==> src/rtl/ama_riscv_retire_trace.sv <==
// ---------------------------------------------------------------------------
// ama_riscv_retire_trace
//   Retirement trace and event counters for the writeback stage.
//   Every retired instruction pushes one record into a registered FIFO. The
//   FIFO is drained through a valid/ready stream. The performance counters
//   track retired instructions, branches, taken branches, predictor hits,
//   loads, stores, bubbles and dropped records. Back-pressure on the trace
//   stream never stalls counting. When the FIFO is full, a new record is
//   dropped and the sticky overflow flag is set.
//
// Ports
//   clk, rst               clock, asynchronous active-high reset
//   inst_retired           instruction retired this cycle (push strobe)
//   inst_wbk, pc_wbk       retired instruction word / PC
//   branch_inst_wbk        retired instruction is a branch
//   branch_taken_wbk       branch was taken
//   bp_hit_wbk             branch predictor hit
//   bubble_wbk             writeback bubble (counted even without retire)
//   dmem_addr_wbk          data access address
//   dmem_size_wbk          0-3 load b/h/w/d, 4-7 store b/h/w/d, 8 none
//   cnt_clear              synchronous clear of counters and overflow
//   trc_valid / trc_ready  trace stream handshake
//   trc_pc, trc_inst,
//   trc_dmem_addr,
//   trc_dmem_size,
//   trc_flags              head record, flags = {bp_hit, taken, branch}
//   cnt_*                  event counters, CNT_W bits, wrap silently
//   overflow               sticky: at least one record was dropped
// ---------------------------------------------------------------------------
module ama_riscv_retire_trace #(
  parameter int unsigned DEPTH = 8,
  parameter int unsigned CNT_W = 32
) (
  input  logic             clk,
  input  logic             rst,
  input  logic             inst_retired,
  input  logic [31:0]      inst_wbk,
  input  logic [31:0]      pc_wbk,
  input  logic             branch_inst_wbk,
  input  logic             branch_taken_wbk,
  input  logic             bp_hit_wbk,
  input  logic             bubble_wbk,
  input  logic [31:0]      dmem_addr_wbk,
  input  logic [3:0]       dmem_size_wbk,
  input  logic             cnt_clear,
  output logic             trc_valid,
  input  logic             trc_ready,
  output logic [31:0]      trc_pc,
  output logic [31:0]      trc_inst,
  output logic [31:0]      trc_dmem_addr,
  output logic [3:0]       trc_dmem_size,
  output logic [2:0]       trc_flags,
  output logic [CNT_W-1:0] cnt_retired,
  output logic [CNT_W-1:0] cnt_branch,
  output logic [CNT_W-1:0] cnt_taken,
  output logic [CNT_W-1:0] cnt_bp_hit,
  output logic [CNT_W-1:0] cnt_load,
  output logic [CNT_W-1:0] cnt_store,
  output logic [CNT_W-1:0] cnt_bubble,
  output logic [CNT_W-1:0] cnt_dropped,
  output logic             overflow
);

  localparam int unsigned AW = (DEPTH > 1) ? $clog2(DEPTH) : 1;
  localparam logic [AW:0] FULL_CNT = (AW + 1)'(DEPTH);

  // -------------------------------------------------------------------------
  // Trace FIFO storage (data RAM is not reset; the head outputs are gated
  // to zero while the FIFO is empty, which covers the reset state)
  // -------------------------------------------------------------------------
  logic [31:0] r_pc_mem   [DEPTH];
  logic [31:0] r_inst_mem [DEPTH];
  logic [31:0] r_addr_mem [DEPTH];
  logic [3:0]  r_size_mem [DEPTH];
  logic [2:0]  r_flag_mem [DEPTH];

  logic [AW-1:0] r_wptr;
  logic [AW-1:0] r_rptr;
  logic [AW:0]   r_count;

  logic w_empty;
  logic w_full;
  logic w_pop;
  logic w_push;
  logic w_drop;

  assign w_empty = (r_count == '0);
  assign w_full  = (r_count == FULL_CNT);

  // Pop only when something is queued; this also makes trc_ready a no-op
  // in a cycle where an empty FIFO receives its first push.
  assign w_pop  = !w_empty && trc_ready;
  // A full FIFO still accepts a push when the head leaves in the same cycle.
  assign w_push = inst_retired && (!w_full || w_pop);
  assign w_drop = inst_retired && w_full && !w_pop;

  always_ff @(posedge clk) begin
    if (w_push) begin
      r_pc_mem[r_wptr]   <= pc_wbk;
      r_inst_mem[r_wptr] <= inst_wbk;
      r_addr_mem[r_wptr] <= dmem_addr_wbk;
      r_size_mem[r_wptr] <= dmem_size_wbk;
      r_flag_mem[r_wptr] <= {bp_hit_wbk, branch_taken_wbk, branch_inst_wbk};
    end
  end

  // Pointers are AW bits wide and DEPTH is a power of two, so the natural
  // binary rollover implements the modulo-DEPTH wrap.
  always_ff @(posedge clk or posedge rst) begin
    if (rst) begin
      r_wptr  <= '0;
      r_rptr  <= '0;
      r_count <= '0;
    end else begin
      if (w_push) r_wptr <= r_wptr + 1'b1;
      if (w_pop)  r_rptr <= r_rptr + 1'b1;
      case ({w_push, w_pop})
        2'b10:   r_count <= r_count + 1'b1;
        2'b01:   r_count <= r_count - 1'b1;
        default: r_count <= r_count;
      endcase
    end
  end

  // Head record straight from storage: stable while stalled because neither
  // r_rptr nor the head slot changes without a pop (a push never targets the
  // head slot while the FIFO is non-empty and not popping).
  always_comb begin
    trc_valid     = !w_empty;
    trc_pc        = '0;
    trc_inst      = '0;
    trc_dmem_addr = '0;
    trc_dmem_size = '0;
    trc_flags     = '0;
    if (!w_empty) begin
      trc_pc        = r_pc_mem[r_rptr];
      trc_inst      = r_inst_mem[r_rptr];
      trc_dmem_addr = r_addr_mem[r_rptr];
      trc_dmem_size = r_size_mem[r_rptr];
      trc_flags     = r_flag_mem[r_rptr];
    end
  end

  // -------------------------------------------------------------------------
  // Event counters
  // -------------------------------------------------------------------------
  logic w_ev_branch;
  logic w_ev_taken;
  logic w_ev_bp_hit;
  logic w_ev_load;
  logic w_ev_store;

  assign w_ev_branch = inst_retired && branch_inst_wbk;
  assign w_ev_taken  = inst_retired && branch_taken_wbk;
  assign w_ev_bp_hit = inst_retired && bp_hit_wbk;
  assign w_ev_load   = inst_retired && (dmem_size_wbk < 4'd4);
  assign w_ev_store  = inst_retired && (dmem_size_wbk[3:2] == 2'b01);

  logic [CNT_W-1:0] r_cnt_retired;
  logic [CNT_W-1:0] r_cnt_branch;
  logic [CNT_W-1:0] r_cnt_taken;
  logic [CNT_W-1:0] r_cnt_bp_hit;
  logic [CNT_W-1:0] r_cnt_load;
  logic [CNT_W-1:0] r_cnt_store;
  logic [CNT_W-1:0] r_cnt_bubble;
  logic [CNT_W-1:0] r_cnt_dropped;
  logic             r_overflow;

  always_ff @(posedge clk or posedge rst) begin
    if (rst) begin
      r_cnt_retired <= '0;
      r_cnt_branch  <= '0;
      r_cnt_taken   <= '0;
      r_cnt_bp_hit  <= '0;
      r_cnt_load    <= '0;
      r_cnt_store   <= '0;
      r_cnt_bubble  <= '0;
      r_cnt_dropped <= '0;
      r_overflow    <= 1'b0;
    end else if (cnt_clear) begin
      r_cnt_retired <= '0;
      r_cnt_branch  <= '0;
      r_cnt_taken   <= '0;
      r_cnt_bp_hit  <= '0;
      r_cnt_load    <= '0;
      r_cnt_store   <= '0;
      r_cnt_bubble  <= '0;
      r_cnt_dropped <= '0;
      r_overflow    <= 1'b0;
    end else begin
      r_cnt_retired <= r_cnt_retired + CNT_W'(inst_retired);
      r_cnt_branch  <= r_cnt_branch  + CNT_W'(w_ev_branch);
      r_cnt_taken   <= r_cnt_taken   + CNT_W'(w_ev_taken);
      r_cnt_bp_hit  <= r_cnt_bp_hit  + CNT_W'(w_ev_bp_hit);
      r_cnt_load    <= r_cnt_load    + CNT_W'(w_ev_load);
      r_cnt_store   <= r_cnt_store   + CNT_W'(w_ev_store);
      r_cnt_bubble  <= r_cnt_bubble  + CNT_W'(bubble_wbk);
      r_cnt_dropped <= r_cnt_dropped + CNT_W'(w_drop);
      r_overflow    <= r_overflow | w_drop;
    end
  end

  assign cnt_retired = r_cnt_retired;
  assign cnt_branch  = r_cnt_branch;
  assign cnt_taken   = r_cnt_taken;
  assign cnt_bp_hit  = r_cnt_bp_hit;
  assign cnt_load    = r_cnt_load;
  assign cnt_store   = r_cnt_store;
  assign cnt_bubble  = r_cnt_bubble;
  assign cnt_dropped = r_cnt_dropped;
  assign overflow    = r_overflow;

endmodule

==> config.mk <==
export PLATFORM = sky130hd
export DESIGN_NAME = ama_riscv_retire_trace
export DESIGN_NICKNAME = d
export VERILOG_FILES = /design/src/rtl/ama_riscv_retire_trace.sv
export SDC_FILE = /design/constraint.sdc
export NUM_CORES = 1
export LEC_CHECK = 0
export CAP_MARGIN = 20
export CORE_MARGIN = 5
export CORE_UTILIZATION = 50
export CTS_CLUSTER_DIAMETER = 150
export DETAILED_ROUTE_END_ITERATION = 7
export DONT_BUFFER_PORTS = 1
export GPL_ROUTABILITY_DRIVEN = 0
export PLACE_DENSITY_LB_ADDON = 0.05
export SYNTH_ARGS = -nofsm -noshare
export SYNTH_HDL_FRONTEND = slang
export SYNTH_SLANG_ARGS = --single-unit
==> constraint.sdc <==
create_clock -name clk -period 8.3 [get_ports clk]
set_input_delay 0.83 -clock clk [delete_from_list [all_inputs] [get_ports clk]]
set_output_delay 0.83 -clock clk [all_outputs]
set_load 0.01 [all_outputs]
-- Yosys cells after proc, flatten, opt, wreduce, memory -nomap -nowiden
Memories as Yosys holds them, arrays and structs flattened.
Index checks and enable logic that the tools add are counted.
W data, S select, Z words.
- register bits after elaboration: 267
- RAM bits: 824
- input bits: 109
- output and inout bits: 361
- logic and storage cells: 67
- memories kept: 5
- add/sub/neg operators: 12
- magnitude comparators: 1
- equality and inequality tests: 4
- mux-type cells: 17
- bitwise operators: 1
- reduce and logical (&&, ||, !) cells: 15
- memories (name ; words ; width ; rd ports ; clocked after Yosys merged registers in ; write ports ; RTL line ; text):
    r_addr_mem ; 8 ; 32 ; 1 ; 0 ; 1 ; 73 ; logic [31:0] r_addr_mem [DEPTH];
    r_inst_mem ; 8 ; 32 ; 1 ; 0 ; 1 ; 72 ; logic [31:0] r_inst_mem [DEPTH];
    r_pc_mem ; 8 ; 32 ; 1 ; 0 ; 1 ; 71 ; logic [31:0] r_pc_mem [DEPTH];
    r_size_mem ; 8 ; 4 ; 1 ; 0 ; 1 ; 74 ; logic [3:0] r_size_mem [DEPTH];
    r_flag_mem ; 8 ; 3 ; 1 ; 0 ; 1 ; 75 ; logic [2:0] r_flag_mem [DEPTH];
- operator list (kind ; count):
    $mux W32 ; 11
    $add A32 B1 Y32 ; 8
    $logic_and A1 B1 Y1 ; 9
    $pmux W4 S2 ; 1
    $add A3 B1 Y3 const B ; 2
    $add A4 B1 Y4 const B ; 1
    $eq A2 B1 Y1 const B ; 2
    $eq A4 B4 Y1 const B ; 1
    $logic_not A4 Y1 ; 1
    $lt A4 B3 Y1 const B ; 1
    $mux W4 ; 1
    $sub A4 B1 Y4 const B ; 1
    $logic_not A1 Y1 ; 3
    $mux W1 ; 3
    $mux W3 ; 1
    $eq A2 B2 Y1 const B ; 1
    $reduce_bool A2 Y1 ; 1
    $logic_or A1 B1 Y1 ; 1
    $or A1 B1 Y1 ; 1

-- Depth between registers and ports, before layout
Gate-level depths: netlist (run 1).
- depth after elaboration: 7
- mapped depth: 10
- mapped depth without buffers: 10

-- Least setup slack after synthesis (run 1)
OpenSTA, ideal clock, no wires.
- path kind: input-to-reg
- start point: input trc_ready
- end point: memory r_addr_mem[1][0], enable pin
- setup time: 691 ps
- data arrival time: 8346 ps
- required time: 7609 ps
- setup slack: -737 ps
- stages on the path: 4
- buffers on the path: 0
- cells stage by stage: nand2b_1 -> o21ai_1 -> or2_2 -> nor3_1
- longest elaborated chain between the ends: 5
- RTL lines (item ; RTL line ; text):
    start: declaration ; 47 ; input logic trc_ready,
    $logic_and A1 B1 Y1 ; 92 ; assign w_pop = !w_empty && trc_ready;
    $logic_or A1 B1 Y1 ; 94 ; assign w_push = inst_retired && (!w_full || w_pop);
    $logic_and A1 B1 Y1 ; 94 ;
    $mux W1 ; 98 ; if (w_push) begin
    $mux W1 (implied by the code) ; 101 ; r_addr_mem[r_wptr] <= dmem_addr_wbk;
    end: declaration ; 73 ;
Every way passes these cells.

-- Worst setup path after layout (run 1)
- start point: register r_rptr[0]
- end point: output trc_pc[19]
- longest elaborated chain between the ends: 2
- RTL lines (item ; RTL line ; text):
    start: declaration ; 78 ; logic [AW-1:0] r_rptr;
    start signal: assignment ; 116 ; if (w_pop) r_rptr <= r_rptr + 1'b1;
    $mem_v2 Z8 W32 ; -- ;
    $mux W32 ; 135 ; if (!w_empty) begin
    end: declaration ; 48 ; output logic [31:0] trc_pc,
Every way passes these cells.

==> results of run 1 <==
## registers in the layout (all words and copies together) (netlist names), 24 cells and up
signal	flops
r_addr_mem	256
cnt_store	32
cnt_load	32
r_inst_mem	256
cnt_taken	32
cnt_dropped	32
cnt_branch	32
cnt_bubble	32
cnt_bp_hit	32
cnt_retired	32
r_pc_mem	256
r_size_mem	32
r_flag_mem	24
## metal layers
metal  vias to the layer above  global-route usage (%)
met5                         -                       0
met4                         0                    6.72
met3                       176                    8.41
met2                       743                    36.4
met1                     12992                    26.4
li1                      10855                       -
## Yosys cell counts, types with 14 or more instances
library cell	count
inv_1	44
a21oi_1	137
or3_1	46
xor2_1	53
xnor2_1	45
dfrtp_1	267
o21ai_0	47
o31ai_1	88
buf_2	23
nor2b_1	29
buf_1	31
edfxtp_1	824
nand4_1	71
and3_1	14
nor2_1	223
ha_1	21
mux2i_1	104
nand2_1	74
nor3_1	19
nand3_1	81
clkbuf_1	93
and4_1	26
mux4_2	206
nor4_1	21
or4_1	102
## layout by cell type (no fill, tap or decap), types with 3 or more instances in the layout
master and instances:
a21oi_1 137, and2_1 13, and3_1 14, and4_1 26, buf_12 4, buf_4 22, bufinv_16 7, clkbuf_1 28
clkbuf_16 115, clkbuf_8 6, clkinv_1 21, clkinv_16 4, clkinv_2 22, dfrtp_1 264, dfrtp_4 3, edfxtp_1 824
ha_1 21, inv_1 43, mux2_2 13, mux2i_1 104, mux4_2 206, nand2_1 74, nand2b_1 4, nand3_1 81
nand4_1 71, nand4_2 4, nor2_1 216, nor2_4 7, nor2b_1 29, nor3_1 17, nor4_1 21, o21ai_0 47
o31ai_1 88, o41ai_1 3, or2_2 7, or3_1 46, or4_1 102, xnor2_1 45, xor2_1 53
## logic make-up (layout without fill, tap and decap cells)
group                    after synthesis  count (layout)
XOR/XNOR                              98              98
AO/OA/AOI/OAI                        278             278
buffers and inverters                193             279
AND/OR/NAND/NOR                      748             748
adder cells (fa/ha/maj)               22              22
flip-flops                          1091            1091
multiplexers                         325             325
## layout make-up
| class | instances | area [µm²] | area share, % |
|---|---|---|---|
| clock buffers | 149 | 3070 | 6.16 |
| multi-input cells | 1471 | 12800 | 25.7 |
| flip-flops and latches | 1091 | 31400 | 63.2 |
| clock inverters | 59 | 583 | 1.17 |
| repair buffers | 27 | 273 | 0.548 |
| inverters | 44 | 173 | 0.347 |
| well taps | 1176 | 1470 | 2.96 |
## power breakdown
part | internal, mW | total (mW) | leakage [nW] | switching (mW)
logic | 1.44 | 3.57 | 3.84 | 2.12
clock network | 2.82 | 4.93 | 1.78 | 2.10
registers | 6.50 | 6.79 | 11.2 | 0.286
## path summary, 6_finish.rpt
path,to,slack (ns),depth (start not counted)
setup / recovery,trc_pc[19],3.76,5
hold / removal,cnt_dropped[3]$_DFF_PP0_,0.12,1
setup reg to reg,r_pc_mem[1][4]$_DFFE_PP_,4.85,6
hold reg to reg,r_wptr[0]$_DFFE_PP0P_,0.52,2
max in group asynchronous,r_rptr[0]$_DFFE_PP0N_,6.75,2
min in group clk,r_addr_mem[2][19]$_DFFE_PP_,0.21,0
## critical path: cells and delay by family, from the launching register on
kind                   cells  cell delay (ns)
flip-flops                 1             0.68
AND/OR/NAND/NOR            1             0.16
buffers and inverters      2             1.06
multiplexers               2             1.04
==> metrics.cfg, run 1 <==
[run_status]
status=finished clean

[drt]
detail-route-antenna-nets=0
wl_per_cell_um=26.5
wl_met2_um=52800
drt_iter0_drc=1912
drc_errors=0
firstDrtPassIters=5
vias=24766
route.met3.wl_um=10200
totalWireLength_um=106000
top_layer=met4
drt-vias-per-instance=6.17
wl_met1_um=40300

[logic_synthesis]
syn_nets=2886
synth_seq_cells=1091
synth-xor-area-share_pct=1.91
syn_area_mm2=0.0449
yosys.area_share.adder_pct=0.630
synthCells=2755
ys_seq_area_share_pct=70.0
synth_top_family_by_area=multiplexers
synth_top_cell_by_area=edfxtp_1
synth_compound_area_share_pct=3.63
synth.mux.area_fraction_pct=13.0
synth_top_area_share_pct=55.1
synthSimpleGateAreaFrac_pct=9.09
synth_area_leaders=edfxtp_1 55%, dfrtp_1 15%, mux4_2 10%, mux2i_1 2.3%, nor2_1 1.9%
ys_types=48
ys_warn_count=0
synth_edf_count=824
async_flop_share_pct=24.5
syn_area_per_cell_um2=16.3
ys.flop_type=edfxtp_1

[finish]
antenna_cells=0
stdcell_count=4017
fill_cells=6940
areaGrowthSynthToFinish_pct=10.9
fin_nets=2880
final_area_mm2=0.0498
finish.utilization_pct=55.6
drive_gt1_share_pct=15.3

[clock_network]
clk_latency_ns=0.71
htree_levels=3
cts_sinks=1091
root_buffer=clkbuf_16
cts_tree=built
clock_path_buffers=3
cts_resized=0
cts_setup_buffers=0
cts_buffers=114
path_clk_slew_ns=0.06
ctsHoldBuffers=0

[critical_path]
crit_fanout=43
max_stage_delay_ns=0.74
critPathArrivalTime_ns=3.71
endpoint_kind=output port
crit_start=r_rptr[0]$_DFFE_PP0N_
slowest_stage=buf_4
timing.rr.start=r_count[0]$_DFFE_PP0P_
path_class=register to output port
path_cells=buf_16 -> buf_4 -> mux4_2 -> mux2i_1 -> nor2_1
cp-start-kind=register
worstPathRequired_ns=7.47

[grt]
antenna_found_initial=1
grt-ovfl-total=0
grt_pass1_vias=25186
grt_pass1_wl_um=159000
grt_max_degree=271
grt_usage_pct=21.7

[sta]
hold_viol=0
tightest_slew_ns=1.05
period_needed_ns=4.54
slew_violations=0
fmax_ghz=0.220
relSlewSlack_pct=30.0
rsz0062_at_grt=no
setup_ws_ns=3.76
whs_ns=0.120
skew_ns=0.0191
tns_ns=0
finalCritPeriodShare_pct=54.7
finalSetupViolCount=0

[placement]
io_buffer_count=0
place_area_mm2=0.0461
dp_hpwl_um=61200
placed_cells=3809
dp_slack_ns=4.43

[power_and_ir_drop]
power.leakage_nw=16.8
peakVddDrop_mv=0.257
fin_total_pwr_mw=15.3
powerDensity_mw_per_mm2=307

[floorplan]
io_pins=470
core_mm2=0.0896
fp.dieW_um=310
die_h_um=310
start_util_pct=50.1
num_rows=110
die_area_mm2=0.0959

[min_path]
hp-class=input port to async pin

[run]
maxCapViolations=0

Power figures use the tool's default switching activity.
==> run 2: changes to the inputs <==
==> constraint.sdc (replaced) <==
create_clock -name clk -period 4.12 [get_ports clk]
set_input_delay 0.412 -clock clk [delete_from_list [all_inputs] [get_ports clk]]
set_output_delay 0.412 -clock clk [all_outputs]
set_load 0.01 [all_outputs]
==> metrics.cfg, run 2 (synthesis gave the netlist of run 1 again) <==
[run_status]
status=finished clean

[drt]
vias=25273  ; +2.0%
detail-route-antenna-nets=0  ; unchanged
firstDrtPassIters=5  ; unchanged
wl_per_cell_um=25.2  ; -4.9%
drt-vias-per-instance=6.02  ; -2.4%
drt_iter0_drc=1891  ; -1.1%
totalWireLength_um=106000  ; -0.61%
drc_errors=0  ; unchanged

[sta]
fmax_ghz=0.277
setup_ws_ns=0.515  ; -3.25 ns
hold_viol=0  ; unchanged
finalCritPeriodShare_pct=87.5
whs_ns=0.0893  ; -0.0304 ns
skew_ns=0.0299  ; +0.0108 ns
tightest_slew_ns=1.05  ; -0.000991 ns
period_needed_ns=3.61
finalSetupViolCount=0  ; unchanged
rsz0062_at_grt=no
relSlewSlack_pct=30.0  ; +0.066 points
slew_violations=0  ; unchanged

[critical_path]
slowest_stage=dfrtp_4
endpoint_kind=output port
crit_fanout=29  ; -33%
path_class=register to output port
cp_common_cell=buf_12
critPathArrivalTime_ns=3.19  ; -0.52 ns
path_cells=buf_12 -> buf_12 -> mux4_2 -> mux2i_1 -> nor2_1
crit_start=r_rptr[0]$_DFFE_PP0N_
cp-start-kind=register
max_stage_delay_ns=0.84  ; +0.10 ns
timing.rr.start=r_count[1]$_DFFE_PP0P_
path_buf_inv=2  ; unchanged
crit_family=multiplexers
worstPathRequired_ns=3.71  ; -3.76 ns

[clock_network]
cts_sinks=1091  ; unchanged
clock_path_buffers=3  ; unchanged
path_clk_slew_ns=0.06  ; about the same
cts_tree=built
root_buffer=clkbuf_16
htree_levels=3  ; unchanged
cts_buffers=113  ; -0.88%
clk_latency_ns=0.69  ; -0.02 ns
cts_setup_buffers=0  ; unchanged

[grt]
grt_usage_pct=21.7  ; about the same
grt_max_degree=229  ; -15%
grt-ovfl-total=0  ; unchanged
grt_pass1_wl_um=160000  ; +1.0%
grt_pass1_vias=25907  ; +2.9%
antenna_found_initial=11  ; +10

[power_and_ir_drop]
p_comb_share_pct=24.3  ; +1.0 points
seq_power_share_pct=43.8  ; -0.6 points
power.leakage_nw=17.7  ; +5.4%
powerDensity_mw_per_mm2=603  ; +96%
swShare_pct=29.4  ; -0.080 points
p_switching_mw=9.18  ; +100%
clock_power_share_pct=31.9  ; -0.3 points
peakVddDrop_mv=0.489  ; +91%
internal-power_mw=22.0  ; +100%

[finish]
final_cell_mix=824 x edfxtp_1, 264 x dfrtp_1, 216 x nor2_1
drive_gt1_share_pct=15.3  ; -0.051 points
reg.largest.list=r_addr_mem x256, r_inst_mem x256, r_pc_mem x256
final_common_cell=edfxtp_1
areaGrowthSynthToFinish_pct=15.2
stdcell_count=4199  ; +4.5%
fin_nets=3049  ; +5.9%

[placement]
dp_slack_ns=0.768  ; -3.67 ns
dp_hpwl_um=64100  ; +4.8%
placed_cells=3829  ; +0.53%
io_buffer_count=0  ; unchanged

[floorplan]
io_pins=470  ; unchanged
die_area_mm2=0.0959  ; unchanged
die_h_um=310  ; unchanged
fp.dieW_um=310  ; unchanged
start_util_pct=50.1  ; unchanged
core_mm2=0.0896  ; unchanged
num_rows=110  ; unchanged

[min_path]
hp-class=input port to register
min_from=inst_retired

[run]
maxCapViolations=0  ; unchanged

## run 2: power groups by stage
stage	sequential [mW]	combinational, mW	clock (mW)
after global placement	13.8	7.55	0
after global routing	13.7	8.21	10.6
after CTS	13.7	7.83	10.2
after detailed placement	13.9	7.59	0
after floorplan	13.6	5.59	0
final	13.6	7.59	9.95
## run 2: tightest hold or removal path: cells and delay by family
family                   cells  cell delay [ns]
adder cells (fa/ha/maj)      1             0.11
AND/OR/NAND/NOR              2             0.21
## run 2: repair_timing
action | CTS | global route
hold buffers | 149 | 0
resized for setup | 0 | 0
endpoints found under the setup margin | 0 | 0
endpoints found under the hold margin | 1112 | 0
## run 2: final timing paths
path / end / slack (ns) / depth (start not counted)
worst max-delay path: trc_inst[16] / 0.51 / 5
worst min-delay path: cnt_branch[0]$_DFF_PP0_ / 0.09 / 3
worst max register to register: cnt_dropped[19]$_DFF_PP0_ / 0.85 / 8
worst min register to register: r_wptr[0]$_DFFE_PP0P_ / 0.53 / 2
max in group asynchronous: cnt_branch[29]$_DFF_PP0_ / 2.58 / 3
min in group asynchronous: cnt_taken[22]$_DFF_PP0_ / 0.36 / 2
## run 2: metrics by stage
step | area, µm² | total power, mW | TNS, ns | utilization [%]
finish | 51700 | 31.2 | 0 | 57.7
global placement | 46500 | 21.4 | 0 | 51.9
floorplan | 44900 | 19.2 | -1316.82 | -
global route | 51700 | 32.6 | 0 | 57.7
CTS | 51700 | 31.7 | 0 | 57.7
detailed placement | 46500 | 21.5 | 0 | 51.9
## run 2: cell type report
cell class	instances	area, µm²
multi-input cells	1471	12800
fillers	6829	37900
diodes	9	22.5
clock inverters	60	598
well taps	1176	1470
repair buffers	197	2180
inverters	44	169
clock buffers	151	3060
flip-flops and latches	1091	31400
## run 2: per-layer routing
layer,up-vias,share of wire (%),GRT usage [%]
met1,13140,40,28.2
li1,11255,-,-
met5,-,0.050,0
met4,8,2.0,4.85
met2,709,51,37.2
met3,161,7.2,5.81
